<file path="src/rtl/hamming_search_ctrl.sv">
// Nearest-pattern search: scans DEPTH stored N-bit patterns with one XOR/popcount
// stage and reports the lowest-index pattern at minimum Hamming distance.
// Optional macro HAMMING_EARLY_EXIT_EN: finish as soon as an exact match is compared.
module hamming_search_ctrl #(
  parameter int unsigned N     = 8,
  parameter int unsigned DEPTH = 4,
  parameter int unsigned AW    = $clog2(DEPTH),
  parameter int unsigned DW    = $clog2(N + 1)
) (
  input  logic          clk,
  input  logic          reset,
  input  logic          wr_en,
  input  logic [AW-1:0] wr_addr,
  input  logic [N-1:0]  wr_data,
  input  logic          start,
  input  logic [N-1:0]  query,
  output logic          busy,
  output logic          done,
  output logic [AW-1:0] best_idx,
  output logic [DW-1:0] best_dist
);

  typedef enum logic [1:0] {IDLE, RUN, DRAIN} state_t;

  state_t        state_q, state_d;
  logic [N-1:0]  mem_q [DEPTH];
  logic [N-1:0]  mem_d [DEPTH];
  logic [N-1:0]  query_q, query_d;
  logic [AW-1:0] idx_q, idx_d;
  logic [AW-1:0] didx_q, didx_d;
  logic [DW-1:0] dist_q, dist_d;
  logic          vld_q, vld_d;
  logic [AW-1:0] best_idx_q, best_idx_d;
  logic [DW-1:0] best_dist_q, best_dist_d;
  logic          busy_q, busy_d;
  logic          done_q, done_d;

  function automatic logic [DW-1:0] popcount(input logic [N-1:0] v);
    logic [DW-1:0] c;
    c = '0;
    for (int i = 0; i < int'(N); i++) c = c + DW'(v[i]);
    return c;
  endfunction

  always_ff @(posedge clk or posedge reset) begin
    if (reset) begin
      state_q     <= IDLE;
      mem_q       <= '{default: '0};
      query_q     <= '0;
      idx_q       <= '0;
      didx_q      <= '0;
      dist_q      <= '0;
      vld_q       <= 1'b0;
      best_idx_q  <= '0;
      best_dist_q <= '0;
      busy_q      <= 1'b0;
      done_q      <= 1'b0;
    end else begin
      state_q     <= state_d;
      mem_q       <= mem_d;
      query_q     <= query_d;
      idx_q       <= idx_d;
      didx_q      <= didx_d;
      dist_q      <= dist_d;
      vld_q       <= vld_d;
      best_idx_q  <= best_idx_d;
      best_dist_q <= best_dist_d;
      busy_q      <= busy_d;
      done_q      <= done_d;
    end
  end

  always_comb begin
    state_d     = state_q;
    mem_d       = mem_q;
    query_d     = query_q;
    idx_d       = idx_q;
    didx_d      = didx_q;
    dist_d      = dist_q;
    vld_d       = 1'b0;
    best_idx_d  = best_idx_q;
    best_dist_d = best_dist_q;
    busy_d      = busy_q;
    done_d      = 1'b0;

    if (wr_en && !busy_q) mem_d[wr_addr] = wr_data;

    // Strict less-than keeps the earliest index on ties
    if (vld_q && (dist_q < best_dist_q)) begin
      best_dist_d = dist_q;
      best_idx_d  = didx_q;
    end

    case (state_q)
      IDLE: begin
        if (start) begin
          query_d     = query;
          idx_d       = '0;
          best_dist_d = DW'(N);
          best_idx_d  = '0;
          busy_d      = 1'b1;
          state_d     = RUN;
        end
      end
      RUN: begin
        dist_d = popcount(query_q ^ mem_q[idx_q]);
        didx_d = idx_q;
        vld_d  = 1'b1;
        idx_d  = idx_q + AW'(1);
        if (idx_q == AW'(DEPTH - 1)) state_d = DRAIN;
      end
      DRAIN: begin
        state_d = IDLE;
        busy_d  = 1'b0;
        done_d  = 1'b1;
      end
      default: state_d = IDLE;
    endcase

`ifdef HAMMING_EARLY_EXIT_EN
    // An exact match cannot be beaten; drop whatever distance is in flight
    if (vld_q && (dist_q == '0)) begin
      state_d = IDLE;
      busy_d  = 1'b0;
      done_d  = 1'b1;
      vld_d   = 1'b0;
    end
`else
`endif
  end

  assign busy      = busy_q;
  assign done      = done_q;
  assign best_idx  = best_idx_q;
  assign best_dist = best_dist_q;

endmodule
</file>
<file path="config.mk">
export PLATFORM = sky130hd
export DESIGN_NAME = hamming_search_ctrl
export DESIGN_NICKNAME = d
export VERILOG_FILES = /design/src/rtl/hamming_search_ctrl.sv
export SDC_FILE = /design/constraint.sdc
export NUM_CORES = 1
export LEC_CHECK = 0
export BUFFER_PORTS_ARGS = -buffer_cell sky130_fd_sc_hd__buf_2
export CAP_MARGIN = 10
export CORE_MARGIN = 2
export CORE_UTILIZATION = 35
export CTS_BUF_LIST = sky130_fd_sc_hd__clkbuf_8
export CTS_CLUSTER_SIZE = 28
export DETAILED_ROUTE_END_ITERATION = 12
export GPL_TIMING_DRIVEN = 1
export SETUP_SLACK_MARGIN = 0.05
export SKIP_CTS_REPAIR_TIMING = 1
export SLEW_MARGIN = 20
export SYNTH_ARGS = -nofsm -noshare
export SYNTH_HDL_FRONTEND = slang
export SYNTH_SLANG_ARGS = --single-unit
</file>
<file path="constraint.sdc">
create_clock -name clk -period 4.35 [get_ports clk]
set_input_delay 1.305 -clock clk [delete_from_list [all_inputs] [get_ports clk]]
set_output_delay 1.305 -clock clk [all_outputs]
set_load 0.02 [all_outputs]
</file>
; Word-level counts from Yosys, hierarchy flattened
; Cells that the tools add are included.
; Widths: inputs -> output; s select.
[totals]
elab_cells = 66
output_inout_bits = 8
latch_bits = 0
rom_bits = 0
n_memories = 0
ff_bits = 59
inputBits = 22
ram_bits = 0
[op_classes]
mux = 21
n_div = 0
n_reduce_logical = 11
n_eq_ne = 5
shift = 0
order_cmp = 4
multipliers = 0
bitwise = 3
addsub = 8
[op_table]
columns = cell, count
row1 = $bwmux 32, 1
row2 = $mux 8, 3
row3 = $add 4x1->4, 4
row4 = $bmux 8 s2, 1
row5 = $demux 8 s2, 1
row6 = $mux 2, 6
row7 = $mux 4, 3
row8 = $pmux 2 s2, 2
row9 = $reduce_and 2->1, 4
row10 = $xor 8x8->8, 1
row11 = $ge 3x3->1 const B, 2
row12 = $not 2->3, 2
row13 = $add 3x1->4, 1
row14 = $eq 2x2->1 const B, 2
row15 = $lt 4x4->1, 1
row16 = $ne 2x2->1 const B, 2
row17 = $reduce_bool 2->1, 2
row18 = $add 2x1->3, 1
row19 = $logic_and 1x1->1, 3
row20 = $lt 3x1->1 const B, 1
row21 = $mux 1, 3
row22 = $add 1x1->2, 1
row23 = $add 2x1->2 const B, 1
row24 = $eq 2x1->1 const B, 1
row25 = 3 further kinds, 3

; Depth between registers and ports, before layout
; Gate-level depths: netlist of run 1.
[logic_depth]
depth_word = 12
depth_mapped = 13
depth_no_buf = 12

; Worst setup path after synthesis of run 1
; Ideal clock, no wire load.
[synth_path]
path_kind = reg2reg
startpoint = reg idx_q[0]
endpoint = reg dist_q[1]
setup_ps = 83
n_path_buf = 1
synth_period_minus_slack_ps = 3741
slack_ps = 609
required_ps = 4267
stages_incl_launch_ff = 13
t_arrival_ps = 3659
cell_sequence = dfrtp_1 -> buf_4 -> mux4_2 -> xor2_1 -> fa_1 -> fa_1 -> inv_1 -> fa_1 -> inv_1 -> ha_1 -> inv_1 -> fa_1 -> o21ai_0
[synth_via]
elab_chain_cells = 12
[synth_lines]
columns = element, line
row1 = start: declaration, 29  ; logic [AW-1:0] idx_q, idx_d;
row2 = start signal: assignment, 62  ; idx_q <= idx_d;
row3 = $not 2->3 (not written as such) (*), 106  ; dist_d = popcount(query_q ^ mem_q[idx_q]);
row4 = $bmux 8 s2 (*), 106
row5 = $mux 8 (not written as such) (*) (2 in a row), 106
row6 = $xor 8x8->8 (*), 106
row7 = $add 1x1->2, 41  ; for (int i = 0; i < int'(N); i++) c = c + DW'(v[i]);
row8 = $add 2x1->3, 41
row9 = $add 3x1->4, 41
row10 = $add 4x1->4 (3 in a row), 41
row11 = $add 4x1->4 (*), 41
row12 = end signal: assignment, 64  ; dist_q <= dist_d;
row13 = end: declaration, 31  ; logic [DW-1:0] dist_q, dist_d;
; Mark *: on every way between the ends. The rest lies on a longest branch, timed or not. The select of a mux whose other input is x is not followed.
; A chain may end at the register's enable or synchronous reset.

; Final worst setup path of run 1
; Ends and elaborated chain as after synthesis.

==> summary.md, run 1 <==
| Metric | Value |
|---|---|
| Cell area after layout | about 3200 µm² |
| Largest net degree at the start of global routing | 31 |
| Synth warnings | 0 |
| Drt total wl | 4.99 mm |
| Final Skew | 0.00941 ns |
| TNS Setup | 0 ns |
| Area grow syn2layout | 16.8% |
| Final layout net count | 287 |
| Mapped Cells | ~220 |
| Post-DP HPWL | 3.51 mm |
| Sink Count | 59 |
| Commonest non-fill, non-tap cells in the layout | dfrtp_1 (59), nand2_1 (50), mux2_2 (32), buf_2 (29) |
| First DRT Iteration DRCs | 58 |
| Sequential fraction of the synthesis area | 53.2% |
| Critical Path RT | 4.60 ns |
| Pre-Repair DR Iteration Count | 4 |
| Share of cells above drive strength 1 | 35.9% |
| Overall fraction of global-route tracks in use | between 10% and 20% |
| Number of global-route vias before repair | 1596 |
| Worst skew pair latency | about 0.34 ns |
| TritonCTS clock tree | yes |
| Fin crit share | 89.0% |
| RSZ-0062 raised after global routing | no |
| Max-cap viol count | 0 |
| Area after DPL | between 3000 and 4000 µm² |
| Achievable Freq | 258 MHz |
| Most common cell after layout, fill and taps aside | dfrtp_1 |
| Wire per inst | 13.8 µm |
| Initial antenna violation count | 0 |
| Clk pin slew, worst setup/hold paths | 0.07 ns |
| Slew @ Worst Pin | 0.755 ns |
| Final min period | 3.87 ns |
| Avg Synthesized Cell Area | 12.7 µm² |
| Crit path DAT | 4.12 ns |
| Final setup viols | 0 |
| EDFF count, synth | 0 |
| WS Path Type | reg2reg |
| FILL cells | 733 |
| Synthesis-stage register bit count | between 50 and 60 |
| Crit Path Max Fanout | 8 |
| Post-Synthesis Cell Area | 2780 µm² |
| Reg-to-Reg Start | idx_q[0] |
| Headroom to the max-slew limit | around 50% |
| GP Congestion | 0.750 |
| Clock tree buffer depth | 2 |
| HP Start | didx_q[1] |
| Final hold violation count | 0 |
| Detailed-route via count | 1667 |
| DIE AREA | 8660 µm² |
| Congestion Overflow GR | 0 |
| CTS Buf Count | 9 |
| Die Width | 93.1 µm |
| DR DRC count | 0 |
| CP startpoint kind | flip-flop |
| Async SR Flop Fraction | 100% |
| Outcome | finished clean |
| Number of max-slew violations in the final report | 0 |
| Root buf cell | clkbuf_8 |
| Worst Hold Class | reg2reg |
| Placeable Area | 7730 µm² |
| CP Capture Type | flip-flop |
| H-tree Lvls | 3 |
| Number of routed nets with antenna violations | 0 |
| N_diodes | 0 |
| Vias/cell | ~4.6 |
| Standard-cell rows | 32 |
| Ports | 30 |
| PortBufs | 29 |
| First-pass GRT wire length | 8.34 mm |
| Cell variety after synth | 28 |
| Post-synth top flop | dfrtp_1 |
| Die Y-Extent | 93.1 µm |
| Starting density of the core | 35.9% |
| Crit. Startpoint | idx_q[0] |
| Synth Net Count | 252 |
state kept, by name (all words and copies together) (netlist names):
| register | count |
|---|---|
| mem_q | 32 |
| idx_q | 2 |
| didx_q | 2 |
| dist_q | 4 |
| state_q | 2 |
| vld_q | 1 |
| done | 1 |
| busy | 1 |
| best_idx | 2 |
| query_q | 8 |
| best_dist | 4 |
final timing paths:
| kind | end | slack (ns) | cells after the start |
|---|---|---|---|
| max in group asynchronous | mem_q[18] | 2.47 | 3 |
| min in group asynchronous | best_dist[1] | 1.05 | 2 |
| worst min register to register | didx_q[1] | 0.48 | 2 |
| worst max-delay path | dist_q[1] | 0.48 | 11 |
| worst min-delay path | didx_q[1] | 0.48 | 2 |
| worst max register to register | dist_q[1] | 0.48 | 11 |
metrics by stage:
stage	setup WS, ns	cells	hold slack, ns	utilization, %
6_report	0.480	361	0.481	42.0
5_1_grt	0.263	361	0.497	42.0
4_1_cts	0.461	361	0.485	42.0
3_5_place_dp	0.486	345	0.467	39.2
3_3_place_gp	0.567	345	0.460	39.2
2_1_floorplan	0.609	219	0.446	-
Yosys cell counts, types with 2 or more instances:
cell type,n,area (µm²)
a21oi_1,2,10.0
and4bb_2,2,25.0
buf_2,6,30.0
dfrtp_1,59,1480
fa_1,4,80.1
ha_1,7,87.6
inv_1,12,45.0
mux2_2,32,360
mux2i_1,6,60.1
mux4_2,8,180
nand2_1,50,188
nand3_1,2,10.0
nor2_1,3,11.3
o21ai_0,5,25.0
xnor2_1,2,17.5
xor2_1,7,61.3
final cells by class:
class / instances / area, µm² / area share (%)
clock buffer: 12 / 165 / 5.09
timing repair buffer: 32 / 168 / 5.17
inverter: 12 / 45.0 / 1.39
multi-input combinational: 140 / 1210 / 37.4
clock inverter: 4 / 48.8 / 1.50
sequential: 59 / 1480 / 45.5
tap: 102 / 128 / 3.93
layer usage:
| metal | vias up | track usage, % | part of all wire (%) |
|---|---|---|---|
| met3 | 6 | 3.71 | 3.4 |
| li1 | 815 | - | - |
| met4 | 0 | 6.62 | 1.5 |
| met2 | 29 | 19.6 | 46 |
| met1 | 817 | 17.5 | 49 |
| met5 | - | 0 | 0 |
cell families after synthesis:
group | share of synthesized area, %
XOR/XNOR | 2.84
AO/OA/AOI/OAI | 1.94
multiplexers | 21.6
flip-flops | 53.2
buffers and inverters | 3.11
AND/OR/NAND/NOR | 11.3
adder cells (fa/ha/maj) | 6.04
critical path, stage by stage (launching register included):
cell     delay [ns]
dfrtp_1        0.54
mux4_2         0.55
xor2_1         0.17
fa_1           0.51
fa_1           0.54
inv_1          0.05
fa_1           0.53
inv_1          0.05
ha_1           0.21
inv_1          0.07
fa_1           0.39
o21ai_0        0.16
Power of run 1 is not shown: default switching activity piles up to over one toggle a cycle in this logic, so the estimate is an artifact.
==> inputs of run 2 (changes only) <==
- SLEW_MARGIN: 20 -> default
- clock period: 4.35 -> 4.87 ns (I/O delays scaled with it)
==> run 2 against run 1 <==
Against the previous run:
- register-to-register slack improved by 0.58 ns
- final cell count fell by 0.28%
- utilization rose by 0.19 points
- setup slack improved by 0.58 ns
- final area rose by 0.46%
- critical path depth did not move
- worst hold slack improved by 0.0039 ns
- first-iteration DRC count rose by 69%
- global-route usage rose by 0.95 points
- sequential share of layout area fell by 0.21 points
- count of clock-buffer cells in the layout fell by 1
- via count rose by 2.0%
==> summary.md, run 2 (synthesis results as in run 1) <==
| Metric | Value |
|---|---|
| Wire per inst | 14.5 µm (was 13.8 µm) |
| Crit path DAT | 4.06 ns (was 4.12 ns) |
| Share of cells above drive strength 1 | 36.0% (was 35.9%) |
| Crit Path Max Fanout | 11 (was 8) |
| Most common cell after layout, fill and taps aside | dfrtp_1 (unchanged) |
| Crit. Startpoint | idx_q[1] (was idx_q[0]) |
| Final Skew | 0.00597 ns (was 0.00941 ns) |
| Met1 global-route usage | 17.6% (was 17.5%) |
| Area after DPL | 3020 µm² (was 3030 µm²) |
| First DRT Iteration DRCs | 98 (was 58) |
| Initial antenna violation count | 0 (unchanged) |
| Met3 Usage GRT | 4.27% (was 3.71%) |
| Sink Count | 59 (unchanged) |
| RR Endpoint | dist_q[1] (unchanged) |
| First-pass GRT wire length | 9.16 mm (was 8.34 mm) |
| Outcome | finished clean (unchanged) |
| Number of global-route vias before repair | 1841 (was 1596) |
| Achievable Freq | 263 MHz (was 258 MHz) |
| WS Path Type | reg2reg (unchanged) |
| Ports | 30 (unchanged) |
| Final layout net count | 286 (was 287) |
| Overall fraction of global-route tracks in use | 14.1% (was 13.1%) |
| N_diodes | 0 (unchanged) |
| Critical Path RT | 5.12 ns (was 4.60 ns) |
| DIE AREA | 8660 µm² (unchanged) |
| FF-to-FF path depth | 11 (unchanged) |
| CP startpoint kind | flip-flop (unchanged) |
| Fin crit share | 78.2% (was 89.0%) |
| Final hold violation count | 0 (unchanged) |
| Clk pin slew, worst setup/hold paths | 0.07 ns (about the same) |
| Number of routed nets with antenna violations | 0 (unchanged) |
| Post-DP HPWL | 3.64 mm (was 3.51 mm) |
| Drt total wl | 5.21 mm (was 4.99 mm) |
| Reg-to-Reg Start | idx_q[1] (was idx_q[0]) |
| Starting density of the core | 35.9% (unchanged) |
| Headroom to the max-slew limit | 47.9% (was 49.4%) |
| TNS Setup | 0 ns (unchanged) |
| DR DRC count | 0 (unchanged) |
| H-tree Lvls | 3 (unchanged) |
| RSZ-0062 raised after global routing | no (unchanged) |
| Die Y-Extent | 93.1 µm (unchanged) |
| PortBufs | 29 (unchanged) |
| Standard-cell rows | 32 (unchanged) |
| Max FFs per register | 32 (unchanged) |
| Largest net degree at the start of global routing | 34 (was 31) |
| Worst Hold Class | reg2reg (unchanged) |
| Die Width | 93.1 µm (unchanged) |
| Largest Register | mem_q (unchanged) |
| Clock tree buffer depth | 2 (unchanged) |
| Final setup viols | 0 (unchanged) |
| CTS Buf Count | 9 (unchanged) |
| Number of max-slew violations in the final report | 0 (unchanged) |
| GP Congestion | 0.720 (was 0.750) |
| Area grow syn2layout | 17.4% (was 16.8%) |
| TritonCTS clock tree | yes (unchanged) |
| Detailed-route via count | 1700 (was 1667) |
| Vias/cell | 4.72 (was 4.62) |
| Root buf cell | clkbuf_8 (unchanged) |
| Cell area after layout | 3260 µm² (was 3250 µm²) |
| Met2 GRT Util | 23.0% (was 19.6%) |
| Congestion Overflow GR | 0 (unchanged) |
| CP Capture Point | dist_q[1] (unchanged) |
| Core Util, Final | 42.2% (was 42.0%) |
| FILL cells | 748 (was 733) |
| Commonest non-fill, non-tap cells in the layout | dfrtp_1 (59), nand2_1 (50), mux2_2 (32), buf_2 (29) (unchanged) |
| Largest regs | mem_q x32, query_q x8 (unchanged) |
| Worst skew pair latency | 0.34 ns (about the same) |
| Top Usage Layer GRT | met2 (unchanged) |
| Final min period | 3.81 ns (was 3.87 ns) |
| Slew @ Worst Pin | 0.778 ns (was 0.755 ns) |
| CP Capture Type | flip-flop (unchanged) |
| Pre-Repair DR Iteration Count | 4 (unchanged) |
| Reg2Reg Setup Slack | 1.06 ns (was 0.48 ns) |
| Max-cap viol count | 0 (unchanged) |
| Placeable Area | 7730 µm² (unchanged) |
[run 2: cell count changes in the layout (fill, tap and decap cells not counted), sizes merged]
cell      delta
inv          -1
buf          -1
clkinvlp     -1
clkbuf       -1
clkinv       +2
bufinv       +1
[run 2: worst max-delay path, cell delays in order, from the launching register on]
cell and delay (ns):
dfrtp_1 0.66, mux4_2 0.39, xor2_1 0.17, fa_1 0.51, fa_1 0.54, inv_1 0.05
fa_1 0.52, inv_1 0.05, ha_1 0.20, inv_1 0.07, fa_1 0.40, o21ai_0 0.17
[run 2: metrics by stage]
stage,setup slack (ns),hold slack [ns],cells
2_1_floorplan,1.13,0.446,219
3_3_place_gp,1.17,0.462,344
3_5_place_dp,1.04,0.466,344
4_1_cts,1.04,0.483,360
5_1_grt,0.845,0.519,360
6_report,1.06,0.485,360
[run 2: worst min path at each step]
stage               from        end  cells past startpoint
3_3_place_gp   didx_q[1]  didx_q[1]                      2
3_5_place_dp   didx_q[0]  didx_q[0]                      2
4_1_cts        didx_q[0]  didx_q[0]                      2
2_1_floorplan  didx_q[0]  didx_q[0]                      2
5_1_grt         mem_q[0]   mem_q[0]                      1
6_report       didx_q[0]  didx_q[0]                      2
[run 2: area by class of cell]
class                           instances  area, µm²  area share (%)
Inverter                               12       45.0            1.38
Multi-Input combinational cell        140       1210            37.3
Clock buffer                           11        151            4.64
Timing Repair Buffer                   31        160            4.91
Tap cell                              102        128            3.91
Sequential cell                        59       1480            45.3
Clock inverter                          5       85.1            2.61
[run 2: per-layer routing]
layer / share of wire [%] / up-vias / routed length [µm]
met4: 1.7 / 0 / 87
met5: 0 / - / 0
met1: 45 / 851 / 2350
met2: 49 / 30 / 2550
met3: 4.1 / 10 / 216
li1: - / 809 / -
Power of run 2 is left out for the same reason.
